--- config.mk ---
export PLATFORM = sky130hd
export DESIGN_NAME = pll_clken_gen
export DESIGN_NICKNAME = d
export VERILOG_FILES = /design/src/rtl/pll_pkg.sv /design/src/rtl/frac_clken.sv /design/src/rtl/pll_clken_gen.sv
export SDC_FILE = /design/constraint.sdc
export NUM_CORES = 1
export LEC_CHECK = 0
export BUFFER_PORTS_ARGS = -buffer_cell sky130_fd_sc_hd__buf_2
export CAP_MARGIN = 20
export CORE_MARGIN = 5
export CORE_UTILIZATION = 45
export DETAILED_ROUTE_END_ITERATION = 12
export PLACE_DENSITY_LB_ADDON = 0.3
export SETUP_SLACK_MARGIN = 0.05
export SYNTH_ARGS = -nofsm -noshare
export SYNTH_HDL_FRONTEND = slang
export SYNTH_SLANG_ARGS = --single-unit
--- constraint.sdc ---
create_clock -name PACKAGEPIN -period 4.3 [get_ports PACKAGEPIN]
set_input_delay 0.215 -clock PACKAGEPIN [delete_from_list [all_inputs] [get_ports PACKAGEPIN]]
set_output_delay 0.215 -clock PACKAGEPIN [all_outputs]
set_load 0.02 [all_outputs]
--- src/rtl/pll_pkg.sv ---
// Shared types and helpers for the rational-rate clock-enable generator.
package pll_pkg;

  localparam int unsigned ACC_W_DEF       = 16;
  localparam int unsigned LOCK_CYCLES_DEF = 64;

  typedef enum logic [1:0] {
    RESET   = 2'd0,
    LOCKING = 2'd1,
    LOCKED  = 2'd2
  } pll_state_t;

  // A ratio above one cannot be produced, so the numerator saturates at the denominator.
  function automatic logic [31:0] clamp_num(input logic [31:0] num, input logic [31:0] den);
    return (num > den) ? den : num;
  endfunction

endpackage

--- src/rtl/frac_clken.sv ---
// One fractional clock-enable channel: num/den registers and a phase accumulator.
module frac_clken
  import pll_pkg::*;
#(
  parameter int unsigned       ACC_W   = ACC_W_DEF,
  parameter logic [ACC_W-1:0]  DEF_NUM = ACC_W'(1),
  parameter logic [ACC_W-1:0]  DEF_DEN = ACC_W'(1)
) (
  input  logic             clk,
  input  logic             rst_n,
  input  logic             wr_en,
  input  logic [ACC_W-1:0] wr_num,
  input  logic [ACC_W-1:0] wr_den,
  input  logic             clr,
  input  logic             run,
  output logic             pulse_c
);

  logic [ACC_W-1:0] acc_q, acc_d;
  logic [ACC_W-1:0] num_q, num_d;
  logic [ACC_W-1:0] den_q, den_d;
  logic [ACC_W:0]   sum_c;

  always_comb begin
    num_d   = num_q;
    den_d   = den_q;
    acc_d   = acc_q;
    pulse_c = 1'b0;
    sum_c   = {1'b0, acc_q} + {1'b0, num_q};
    if (wr_en) begin
      num_d = ACC_W'(clamp_num(32'(wr_num), 32'(wr_den)));
      den_d = wr_den;
    end
    if (clr) begin
      acc_d = '0;
    end else if (run) begin
      // A zero denominator parks the channel with no pulses.
      if (den_q == '0) begin
        acc_d = '0;
      end else if (sum_c >= {1'b0, den_q}) begin
        acc_d   = ACC_W'(sum_c - {1'b0, den_q});
        pulse_c = 1'b1;
      end else begin
        acc_d = ACC_W'(sum_c);
      end
    end
  end

  always_ff @(posedge clk or negedge rst_n) begin
    if (!rst_n) begin
      acc_q <= '0;
      num_q <= DEF_NUM;
      den_q <= DEF_DEN;
    end else begin
      acc_q <= acc_d;
      num_q <= num_d;
      den_q <= den_d;
    end
  end

endmodule

--- src/rtl/pll_clken_gen.sv ---
// PLL stand-in: lock acquisition FSM, ratio reprogramming handshake and NCH
// fractional clock-enable channels, with a BYPASS override.
module pll_clken_gen
  import pll_pkg::*;
#(
  parameter int unsigned            NCH         = 2,
  parameter int unsigned            ACC_W       = ACC_W_DEF,
  parameter int unsigned            LOCK_CYCLES = LOCK_CYCLES_DEF,
  parameter logic [NCH*ACC_W-1:0]   DEF_NUM     = {NCH{ACC_W'(1)}},
  parameter logic [NCH*ACC_W-1:0]   DEF_DEN     = {NCH{ACC_W'(1)}},
  localparam int unsigned           CH_W        = (NCH > 1) ? $clog2(NCH) : 1
) (
  input  logic             PACKAGEPIN,
  input  logic             RESETB,
  input  logic             BYPASS,
  input  logic             cfg_valid,
  output logic             cfg_ready,
  input  logic [CH_W-1:0]  cfg_ch,
  input  logic [ACC_W-1:0] cfg_num,
  input  logic [ACC_W-1:0] cfg_den,
  output logic [NCH-1:0]   CLKEN,
  output logic             LOCK
);

  localparam int unsigned CNT_W = (LOCK_CYCLES > 1) ? $clog2(LOCK_CYCLES) : 1;

  pll_state_t       state_q, state_d;
  logic [CNT_W-1:0] cnt_q, cnt_d;
  logic             lock_q, lock_d;
  logic             ready_q, ready_d;
  logic [NCH-1:0]   clken_q, clken_d;
  logic [NCH-1:0]   wr_en_c;
  logic [NCH-1:0]   pulse_c;
  logic             accept_c;
  logic             hit_c;
  logic             run_c;

  // Next state, handshake decode and output muxing.
  always_comb begin
    state_d  = state_q;
    cnt_d    = cnt_q;
    accept_c = cfg_valid && ready_q;
    for (int i = 0; i < NCH; i++) begin
      wr_en_c[i] = accept_c && (cfg_ch == CH_W'(i));
    end
    hit_c = |wr_en_c;
    unique case (state_q)
      RESET: begin
        if (!BYPASS) begin
          state_d = LOCKING;
          cnt_d   = '0;
        end
      end
      LOCKING: begin
        if (!BYPASS) begin
          if (cnt_q == CNT_W'(LOCK_CYCLES - 1)) state_d = LOCKED;
          else                                  cnt_d   = cnt_q + CNT_W'(1);
        end
      end
      LOCKED: begin
        if (hit_c) begin
          state_d = LOCKING;
          cnt_d   = '0;
        end
      end
      default: state_d = RESET;
    endcase
    run_c   = (state_q == LOCKED) && !BYPASS && !hit_c;
    lock_d  = BYPASS ? 1'b1 : (state_d == LOCKED);
    clken_d = BYPASS ? '1 : pulse_c;
    ready_d = (state_d == LOCKED) && !BYPASS;
  end

  always_ff @(posedge PACKAGEPIN or negedge RESETB) begin
    if (!RESETB) begin
      state_q <= RESET;
      cnt_q   <= '0;
      lock_q  <= 1'b0;
      ready_q <= 1'b0;
      clken_q <= '0;
    end else begin
      state_q <= state_d;
      cnt_q   <= cnt_d;
      lock_q  <= lock_d;
      ready_q <= ready_d;
      clken_q <= clken_d;
    end
  end

  for (genvar g = 0; g < NCH; g++) begin : g_ch
    frac_clken #(
      .ACC_W  (ACC_W),
      .DEF_NUM(DEF_NUM[g*ACC_W +: ACC_W]),
      .DEF_DEN(DEF_DEN[g*ACC_W +: ACC_W])
    ) u_ch (
      .clk    (PACKAGEPIN),
      .rst_n  (RESETB),
      .wr_en  (wr_en_c[g]),
      .wr_num (cfg_num),
      .wr_den (cfg_den),
      .clr    (hit_c),
      .run    (run_c),
      .pulse_c(pulse_c[g])
    );
  end

  assign CLKEN     = clken_q;
  assign LOCK      = lock_q;
  assign cfg_ready = ready_q;

endmodule

Word-level counts from Yosys, hierarchy flattened
Index checks and enable logic that the tools add are counted.

storage, ports and cells
  bits in registers = 108
  input port bits = 37
  word-level logic and storage cells = 72
  output and inout port bits = 4

cells by class
  bitwise logic cells = 1
  muxes and demuxes = 29
  reduce and logical (&&, ||, !) cells = 15
  add/sub/neg operators = 5
  order comparisons = 3
  eq/ne operators = 8

operators by type and width
  kind                                            count
  2-to-1 mux 16 bit                               9
  adder 16 x 16 -> 17 bit                         2
  >= comparator 17 x 16 -> 1 bit                  2
  zero test 16 bit                                2
  subtractor 16 bit                               2
  2-to-1 mux 6 bit                                4
  one-hot mux 6 bit (3 select lines)              1
  greater-than comparator 16 bit                  1
  2-to-1 mux 2 bit                                5
  2-to-1 mux 1 bit                                9
  adder 6 x 1 -> 6 bit (second input constant)    1
  == test 6 bit (second input constant)           1
  logical AND 1 bit                               6
  != test 2 bit (second input constant)           3
  one-hot mux 2 bit (3 select lines)              1
  AND reduction 5 bit                             1
  == test 2 bit (second input constant)           2
  nonzero test 3 bit                              1
  == test 2 x 1 -> 1 bit (second input constant)  1
  zero test 1 bit                                 2
  zero test 2 bit                                 1
  != test 2 x 1 -> 1 bit (second input constant)  1
  nonzero test 2 bit                              1
  OR reduction 2 bit                              1
  NOT 1 bit                                       1

Longest topological paths before layout
Gate-level depths: netlist of the first run.

  depth after elaboration = 8
  mapped depth = 20
  depth with buffers taken out = 18

Cells and area by module
A second synthesis of the first run with hierarchy kept.

second synthesis, totals
  cell total of the unflattened synthesis = 1067
  area total of the unflattened synthesis = 9017.4 um2

modules (own cells, without submodules)
  module                     area each (um2)  sequential area each (um2)  cells each  instances
  frac_clken (g_ch[0].u_ch)  4478.0           1203.7                      556         1
  frac_clken (g_ch[1].u_ch)  3952.5           1203.7                      452         1
  pll_clken_gen              586.8            300.3                       59          1

Worst setup path after synthesis of the first run
OpenSTA, ideal clock, no wires.

  kind = flip-flop to flip-flop
  from = register g_ch[0].u_ch.num_q[0]
  to = register g_ch[0].u_ch.acc_q[7]
  clock period less this slack = 4.014 ns
  data required time = 4.169 ns
  library setup time = 0.131 ns
  slack = 0.286 ns
  buffers on the path = 1
  arrival time = 3.883 ns
  cell stages (with the launch flop) = 20
  cell sequence = dfstp_2 > ha_1 > inv_1 > fa_1 > nor2b_4 > o31ai_2 > and2_1 > o21a_1 > o21bai_1 > xnor2_1 > ha_1 > and3_1 > nand3_1 > o31ai_1 > or4_4 > nand2_2 > a21boi_4 > buf_6 > mux2i_1 > o21ai_1

between the ends
  cells in the longest elaborated chain, start to end = 6
  elaborated cells on any way between the ends = 7
  those cells by class = add/sub: 2; order compare: 1; mux: 4

ends and longest elaborated chain
  element                                                                     line                                text
  from (decl)                                                                 frac_clken.sv:20                    logic [ACC_W-1:0] num_q, num_d;
  from (signal assigned)                                                      frac_clken.sv:56                    num_q <= num_d;
  adder 16 x 16 -> 17 bit (*)                                                 frac_clken.sv:29                    sum_c = {1'b0, acc_q} + {1'b0, num_q};
  subtractor 16 bit / >= comparator 17 x 16 -> 1 bit (equally long branches)  frac_clken.sv:41, frac_clken.sv:40
  2-to-1 mux 16 bit (*)                                                       frac_clken.sv:40                    end else if (sum_c >= {1'b0, den_q}) begin
  2-to-1 mux 16 bit (*)                                                       frac_clken.sv:38                    if (den_q == '0) begin
  2-to-1 mux 16 bit (*)                                                       frac_clken.sv:36                    end else if (run) begin
  2-to-1 mux 16 bit (*)                                                       frac_clken.sv:34                    if (clr) begin
  to (signal assigned)                                                        frac_clken.sv:51                    acc_q <= '0;
  to (signal assigned)                                                        frac_clken.sv:55                    acc_q <= acc_d;
  to (decl)                                                                   frac_clken.sv:19                    logic [ACC_W-1:0] acc_q, acc_d;

Mark *: on every way between the ends. The rest lies on a longest branch, timed or not. The select of a mux whose other input is x is not followed.
A chain may end at the register's enable or synchronous reset.

Final worst setup path of the first run
  from = register g_ch[1].u_ch.num_q[0]
  to = register g_ch[1].u_ch.acc_q[7]

between the ends
  cells in the longest elaborated chain, start to end = 6
  elaborated cells on any way between the ends = 7
  those cells by class = add/sub: 2; order compare: 1; mux: 4

ends and longest elaborated chain
  element                                                                     line
  from (decl)                                                                 frac_clken.sv:20
  from (signal assigned)                                                      frac_clken.sv:56
  adder 16 x 16 -> 17 bit (*)                                                 frac_clken.sv:29
  subtractor 16 bit / >= comparator 17 x 16 -> 1 bit (equally long branches)  frac_clken.sv:41, frac_clken.sv:40
  2-to-1 mux 16 bit (*)                                                       frac_clken.sv:40
  2-to-1 mux 16 bit (*)                                                       frac_clken.sv:38
  2-to-1 mux 16 bit (*)                                                       frac_clken.sv:36
  2-to-1 mux 16 bit (*)                                                       frac_clken.sv:34
  to (signal assigned)                                                        frac_clken.sv:51
  to (signal assigned)                                                        frac_clken.sv:55
  to (decl)                                                                   frac_clken.sv:19

Marks and branches as above.

==> results of run 1 <==
==> cells in the mapped netlist (7+ instances only) <==
library cell  count
a211oi_1          8
a21o_1           25
a21oi_1          48
and2_1            7
clkbuf_1         20
dfrtp_1         104
ha_1             81
inv_1            67
mux2i_1          35
nand2_1         125
nand2b_1         14
nand3_1          21
nand4_1          13
nor2_1           45
nor2b_1           8
nor3_1           12
nor4_1            9
o21a_1            9
o21ai_0          96
o21ai_1          10
o21bai_1          7
xnor2_1          30
xor2_1           16
==> logic make-up after synthesis <==
family	after synthesis	share of synthesized area [%]
fa+ha+maj	85	13.8
xor+xnor	46	5.09
mux	39	5.00
compound gates	261	20.8
flops	108	34.2
simple gates	278	16.4
buf+inv	93	4.73
==> worst max path at each step <==
stage | startpoint | to | slack [ns] | cells after the start
finish | g_ch[1].u_ch.num_q[0] | g_ch[1].u_ch.acc_q[7] | 0.04 | 20
global route | g_ch[1].u_ch.num_q[0] | g_ch[1].u_ch.acc_q[5] | -0.15 | 21
CTS | g_ch[1].u_ch.num_q[0] | g_ch[1].u_ch.acc_q[15] | 0.05 | 23
detailed placement | g_ch[1].u_ch.num_q[0] | g_ch[1].u_ch.acc_q[1] | -0.25 | 19
global placement | g_ch[0].u_ch.num_q[4] | g_ch[0].u_ch.acc_q[13] | -0.04 | 16
floorplan | g_ch[0].u_ch.num_q[0] | g_ch[0].u_ch.acc_q[7] | 0.29 | 19
==> routing by layer <==
metal,up-vias,track usage (%)
li1,3424,-
met1,3314,27.3
met2,128,33.8
met3,37,2.98
met4,0,5.60
met5,-,0
==> worst register-to-register path: cells and delay by family (launching register included) <==
family	cells	cell delay, ns
and+or+nand+nor	4	0.54
muxes	2	0.46
DFF	1	0.56
buffers and inverters	3	0.34
AOI/OAI and AO/OA	8	1.42
adders and majority gates	3	0.82
==> registers in the layout, indices dropped and copies added (netlist names) <==
| signal | count |
|---|---|
| cfg_ready | 1 |
| state_q | 2 |
| cnt_q | 6 |
| CLKEN | 2 |
| g_ch.u_ch.den_q | 32 |
| g_ch.u_ch.acc_q | 32 |
| LOCK | 1 |
| g_ch.u_ch.num_q | 32 |
==> timing repair <==
item / CTS / global route
pin swaps: 20 / 41
endpoints found under the setup margin: 30 / 32
buffers inserted: 26 / 25
hold endpoints to repair: 9 / 0
hold buffers: 1 / 0
resized for setup: 24 / 79
gates cloned: 0 / 2
==> per-stage QoR <==
stage                     power, W  util, %
after CTS                  0.00369     52.5
after global routing       0.00429     55.6
after floorplan            0.00221        -
after detailed placement   0.00258     48.9
after global placement     0.00256     48.9
final                      0.00406     55.6
==> layout make-up <==
cell class              instances  area, sq um  share of cell area (%)
multi-input cells             709         5220                    54.3
flip-flops and latches        108         2710                    28.2
repair buffers                109          827                    8.60
well taps                     225          282                    2.93
inverters                      67          251                    2.62
clock buffers                   9          225                    2.34
clock inverters                 7          104                    1.08
==> power by group through the flow <==
stage / Clock (W) / Sequential (W) / Combinational [W]
3_5_place_dp: 0 / 0.00117 / 0.00141
3_3_place_gp: 0 / 0.00117 / 0.00140
4_1_cts: 0.000943 / 0.00115 / 0.00160
2_1_floorplan: 0 / 0.00115 / 0.00106
6_report: 0.000925 / 0.00115 / 0.00199
5_1_grt: 0.000985 / 0.00116 / 0.00214
==> results.cfg, run 1 <==
[critical_path]
ff2ff_path_depth = 20
critPathArrivalTime_ns = 4.48
cpMaxStageDelayCell = dfstp_2
cp_slowest_stage_delay_ns = 0.56
reg2reg_slack_ns = 0.04
path_cells = ha_4, inv_2, fa_2, nor2b_2, o31a_1, o221ai_2, a21oi_2, mux2i_1, o2111ai_2, ha_1, nand3_1, nor2_1, a311oi_2, o21ai_1, a31oi_1, nor2b_4, buf_6, buf_6, mux2i_4, o21ai_1
timing.rr.start = g_ch[1].u_ch.num_q[0]
r2r-end = g_ch[1].u_ch.acc_q[7]
critical-path-top-delay-family = compound AO/OA/AOI/OAI gates
critPathRequiredTime_ns = 4.52
crit_fanout = 8
critPathKind = reg2reg
path_buf_inv = 3
worstSetupStartpointType = flip-flop
end_kind = flip-flop

[sta]
drv_slew = 0
max_freq_mhz = 235
tns_ns = 0
final-hold-violation-count = 0
setup_viol = 0
slew_headroom_pct = 33.7
period_share_pct = 99.1
tightestPinTransition_ns = 0.995
holdWs_ns = 0.173
setup_slack_ns = 0.0388
rsz0062_at_grt = true
period_needed_ns = 4.26
fin_worst_skew_ns = 0.00918

[yosys]
postSynthCellCount = 910
syn_nets = 1032
ys_seq_area_share_pct = 34.2
synth_edf_count = 0
yosysWarnings = 0
synthFlopType = dfrtp_1
syn_area_sq_um = 7920
synth.top_cell.area_share_pct = 32.9
yosys-top-cells-area = dfrtp_1, ha_1, o21ai_0, nand2_1, mux2i_1
synth_cell_type_count = 65
synth_area_leader_cell = dfrtp_1
async_flop_share_pct = 100
synth_area_per_cell_sq_um = 8.70
ys_seq_elements = 108

[clock_network]
clk_pin_slew_ns = 0.08
cts_tree = done
clk_path_buf_depth = 2
clock_latency_ns = 0.36
cts_root_buffer = clkbuf_16
cts_made_buffers = 9
htree_levels = 3
clock-sinks = 108

[pwr]
seqPwrFrac_pct = 28.4
power-per-cell-area_nw_per_um2 = 423
clkPwrFrac_pct = 22.8
share_comb_of_total_power_pct = 48.9
p_int_w = 0.00261
p_sw_w = 0.00145
p_leak_nw = 4.63
swShare_pct = 35.8
peakVddDrop_v = 0.000289

[drt]
wirelength_microns = 21300
drc = 0
wl_met1_microns = 9590
wl_per_cell_microns = 17.3
vias = 6903
drtIter0Drc = 408
route.met2.wl_microns = 10600
drtAntennaViolNets = 0
drt-vias-per-instance = 5.59
dr.max_layer_used = met4
drtPass1Iterations = 5
wl_met3_microns = 633

[hold_path]
min_from = cfg_den[0]
min_to = g_ch[1].u_ch.den_q[0]
hold_path_class = in2reg
min_delay_path_depth = 2

[layout]
antenna_cells = 0
flow.area_growth_from_synthesis_pct = 21.5
final_cells = 1234
layout_commonest_cell = nand2_1
fillers = 1559
layout.nets = 1126
drive_gt1_share_pct = 20.8
final_cell_mix = nand2_1, dfrtp_1, o21ai_0
fin_area_sq_um = 9620

[grt]
grt_usage_pct = 20.2
grt_pass1_vias = 6657
antenna_found_initial = 0
grt_overflow_total = 0
grt_max_degree = 69
grt_pass1_wl_microns = 33100

[die]
core_area_sq_um = 17300
die_w_microns = 143
start_util_pct = 45.8
boundaryPins = 41
rows = 48
dieHeight_microns = 143
die_area_sq_um = 20300

[place]
post-place-cells = 1170
placed_area_sq_um = 8460
hpwl_microns = 15300
gp_congestion = 0.919
port_buffers = 40
pre_cts_ws_ns = -0.251

[outcome]
status = finished, final reports clean

[run]
cap_viol_max_count = 0
(Power assumes the default switching activity.)
==> inputs of run 2 (changes only) <==
--- a/config.mk
+++ b/config.mk
@@ -6,8 +6,10 @@
 export NUM_CORES = 1
 export LEC_CHECK = 0
+export ABC_AREA = 1
 export BUFFER_PORTS_ARGS = -buffer_cell sky130_fd_sc_hd__buf_2
 export CAP_MARGIN = 20
 export CORE_MARGIN = 5
 export CORE_UTILIZATION = 45
+export CTS_BUF_LIST = sky130_fd_sc_hd__clkbuf_4 sky130_fd_sc_hd__clkbuf_8 sky130_fd_sc_hd__clkbuf_16
 export DETAILED_ROUTE_END_ITERATION = 12
 export PLACE_DENSITY_LB_ADDON = 0.3
==> constraint.sdc (replaced) <==
create_clock -name PACKAGEPIN -period 4.3 [get_ports PACKAGEPIN]
set_input_delay 0.43 -clock PACKAGEPIN [delete_from_list [all_inputs] [get_ports PACKAGEPIN]]
set_output_delay 0.43 -clock PACKAGEPIN [all_outputs]
set_load 0.02 [all_outputs]
==> run 2 against run 1 <==
Effect of this change: synthesized area increased by 17%; design area rose by 4.1%; cell count increased by 39%.
==> results.cfg, run 2 <==
[layout]
layout.nets = 1558
drive_gt1_share_pct = 7.43
final_cell_mix = nand2_1, inv_1, nand3_1
layout_commonest_cell = nand2_1
final_cells = 1711
reg_top3 = g_ch.u_ch.acc_q x32, g_ch.u_ch.den_q x32, g_ch.u_ch.num_q x32
fillers = 2108
antenna_cells = 0
flow.area_growth_from_synthesis_pct = 8.28
fin_area_sq_um = 10000

[pwr]
power-per-cell-area_nw_per_um2 = 359
seqPwrFrac_pct = 33.0
p_sw_w = 0.00153
swShare_pct = 42.7
p_int_w = 0.00206
peakVddDrop_v = 0.000185
share_comb_of_total_power_pct = 43.5
p_leak_nw = 5.82
clkPwrFrac_pct = 23.5

[grt]
grt_usage_pct = 21.8
grt_pass1_wl_microns = 41800
antenna_found_initial = 0
grt_overflow_total = 0
grt_max_degree = 72
grt_pass1_vias = 8082

[yosys]
yosysMostFrequentCell = nand2_1
syn_area_sq_um = 9240
async_flop_share_pct = 100
synth_cell_type_count = 37
synthTopCellsByCount = nand2_1, inv_1, nand3_1
synthFlopType = dfrtp_1
syn_nets = 1527
synth.top_cell.area_share_pct = 28.2
yosys-top-cells-area = dfrtp_1, nand2_1, ha_1, inv_1, nand3_1
ys_seq_area_share_pct = 29.3
synth_area_per_cell_sq_um = 6.58
synth_area_leader_cell = dfrtp_1
synth_edf_count = 0
ys_seq_elements = 108
postSynthCellCount = 1405
yosysWarnings = 0

[sta]
tightestPinTransition_ns = 0.953
period_needed_ns = 3.71
drv_slew = 0
setup_viol = 0
period_share_pct = 86.2
slew_headroom_pct = 36.5
tns_ns = 0
fin_worst_skew_ns = 0.0100
rsz0062_at_grt = false
holdWs_ns = 0.196
final-hold-violation-count = 0
max_freq_mhz = 270

[place]
gp_congestion = 0.936
port_buffers = 40
post-place-cells = 1694
hpwl_microns = 20800
placed_area_sq_um = 9700

[clock_network]
clk_path_buf_depth = 2
clock_latency_ns = 0.37
post_cts.resized_instances = 0
post_cts_buffers = 0
clk_pin_slew_ns = 0.08
cts_made_buffers = 9
clock-sinks = 108
htree_levels = 3
cts_hold_buffers = 0
cts_root_buffer = clkbuf_16
cts_tree = done

[critical_path]
path_cells = ha_1, inv_1, fa_1, inv_1, nand3_1, nand2_1, nand3_2, nand3_2, xor2_1, ha_1, nand2_1, nand2_1, nand2_1, nand2_1, a21oi_1, nand2_1, nand2_2, inv_1, nor2_4, nand2_1, nand2_1, nand2_1
crit_fanout = 12
critPathKind = reg2reg
worstSetupStartpointType = flip-flop
end_kind = flip-flop
cp_slowest_stage_delay_ns = 0.54
cp_common_cell = nand2_1
cpMaxStageDelayCell = dfstp_2
critPathRequiredTime_ns = 4.56
critPathArrivalTime_ns = 3.97

[hold_path]
hold_path_class = in2async

[outcome]
status = finished, final reports clean

[drt]
drtPass1Iterations = 6
drc = 0
drtAntennaViolNets = 0
vias = 8761
drt-vias-per-instance = 5.12
drtIter0Drc = 709
wirelength_microns = 25500
wl_per_cell_microns = 14.9

[die]
die_w_microns = 153
start_util_pct = 45.7
rows = 52
dieHeight_microns = 153
die_area_sq_um = 23500
boundaryPins = 41
core_area_sq_um = 20200

[run]
cap_viol_max_count = 0
## run 2: metal layers
| layer | track usage [%] | share of wire [%] | wire, microns | vias to the layer above |
|---|---|---|---|---|
| met1 | 30.6 | 47 | 12000 | 4005 |
| met4 | 5.90 | 2.2 | 550 | 0 |
| li1 | - | - | - | 4528 |
| met5 | 0 | 0 | 0 | - |
| met2 | 34.9 | 45 | 11500 | 196 |
| met3 | 3.76 | 5.7 | 1450 | 32 |
## run 2: through the flow
step / power, W / setup WS [ns] / utilization [%]
2_1_floorplan: 0.00239 / 1.22 / -
3_3_place_gp: 0.00274 / 0.784 / 48.0
3_5_place_dp: 0.00275 / 0.620 / 48.0
4_1_cts: 0.00360 / 0.617 / 49.4
5_1_grt: 0.00387 / 0.276 / 49.5
6_report: 0.00359 / 0.594 / 49.5
## run 2: worst paths after layout
kind,cells after the start,endpoint,from,slack (ns)
max in group asynchronous,2,g_ch[0].u_ch.num_q[0],RESETB,3.22
hold reg to reg,2,g_ch[1].u_ch.num_q[0],g_ch[1].u_ch.num_q[0],0.48
setup / recovery,22,g_ch[1].u_ch.acc_q[2],g_ch[1].u_ch.num_q[0],0.59
hold / removal,1,g_ch[1].u_ch.acc_q[12],RESETB,0.20
setup reg to reg,22,g_ch[1].u_ch.acc_q[2],g_ch[1].u_ch.num_q[0],0.59
min in group PACKAGEPIN,2,cfg_ready,BYPASS,0.27
## run 2: layout make-up
cell class                      count  area (sq um)  share of cell area, %
Tap cell                          270           338                   3.38
Clock buffer                        9           225                   2.25
Clock inverter                      7          65.1                  0.650
Timing Repair Buffer               48           270                   2.70
Inverter                          234           878                   8.77
Sequential cell                   108          2710                   27.1
Multi-Input combinational cell   1035          5530                   55.2
## run 2: power groups by stage
stage	combinational, W	sequential, W	clock, W
floorplan	0.00121	0.00118	0
global placement	0.00153	0.00120	0
detailed placement	0.00155	0.00120	0
CTS	0.00156	0.00119	0.000860
global route	0.00178	0.00120	0.000900
finish	0.00156	0.00119	0.000843
## run 2: cells by family after synthesis
logic type	share of synthesized area (%)
AO/OA/AOI/OAI	6.12
XOR/XNOR	2.46
adder cells (fa/ha/maj)	11.8
buffers and inverters	11.1
flip-flops	29.3
AND/OR/NAND/NOR	39.2
## run 2: critical path: cells and delay by family, from the launching register on
kind	cells	cell delay (ns)
simple gates	14	1.40
fa+ha+maj	3	0.95
flops	1	0.54
buf+inv	3	0.30
xor+xnor	1	0.25
compound gates	1	0.16
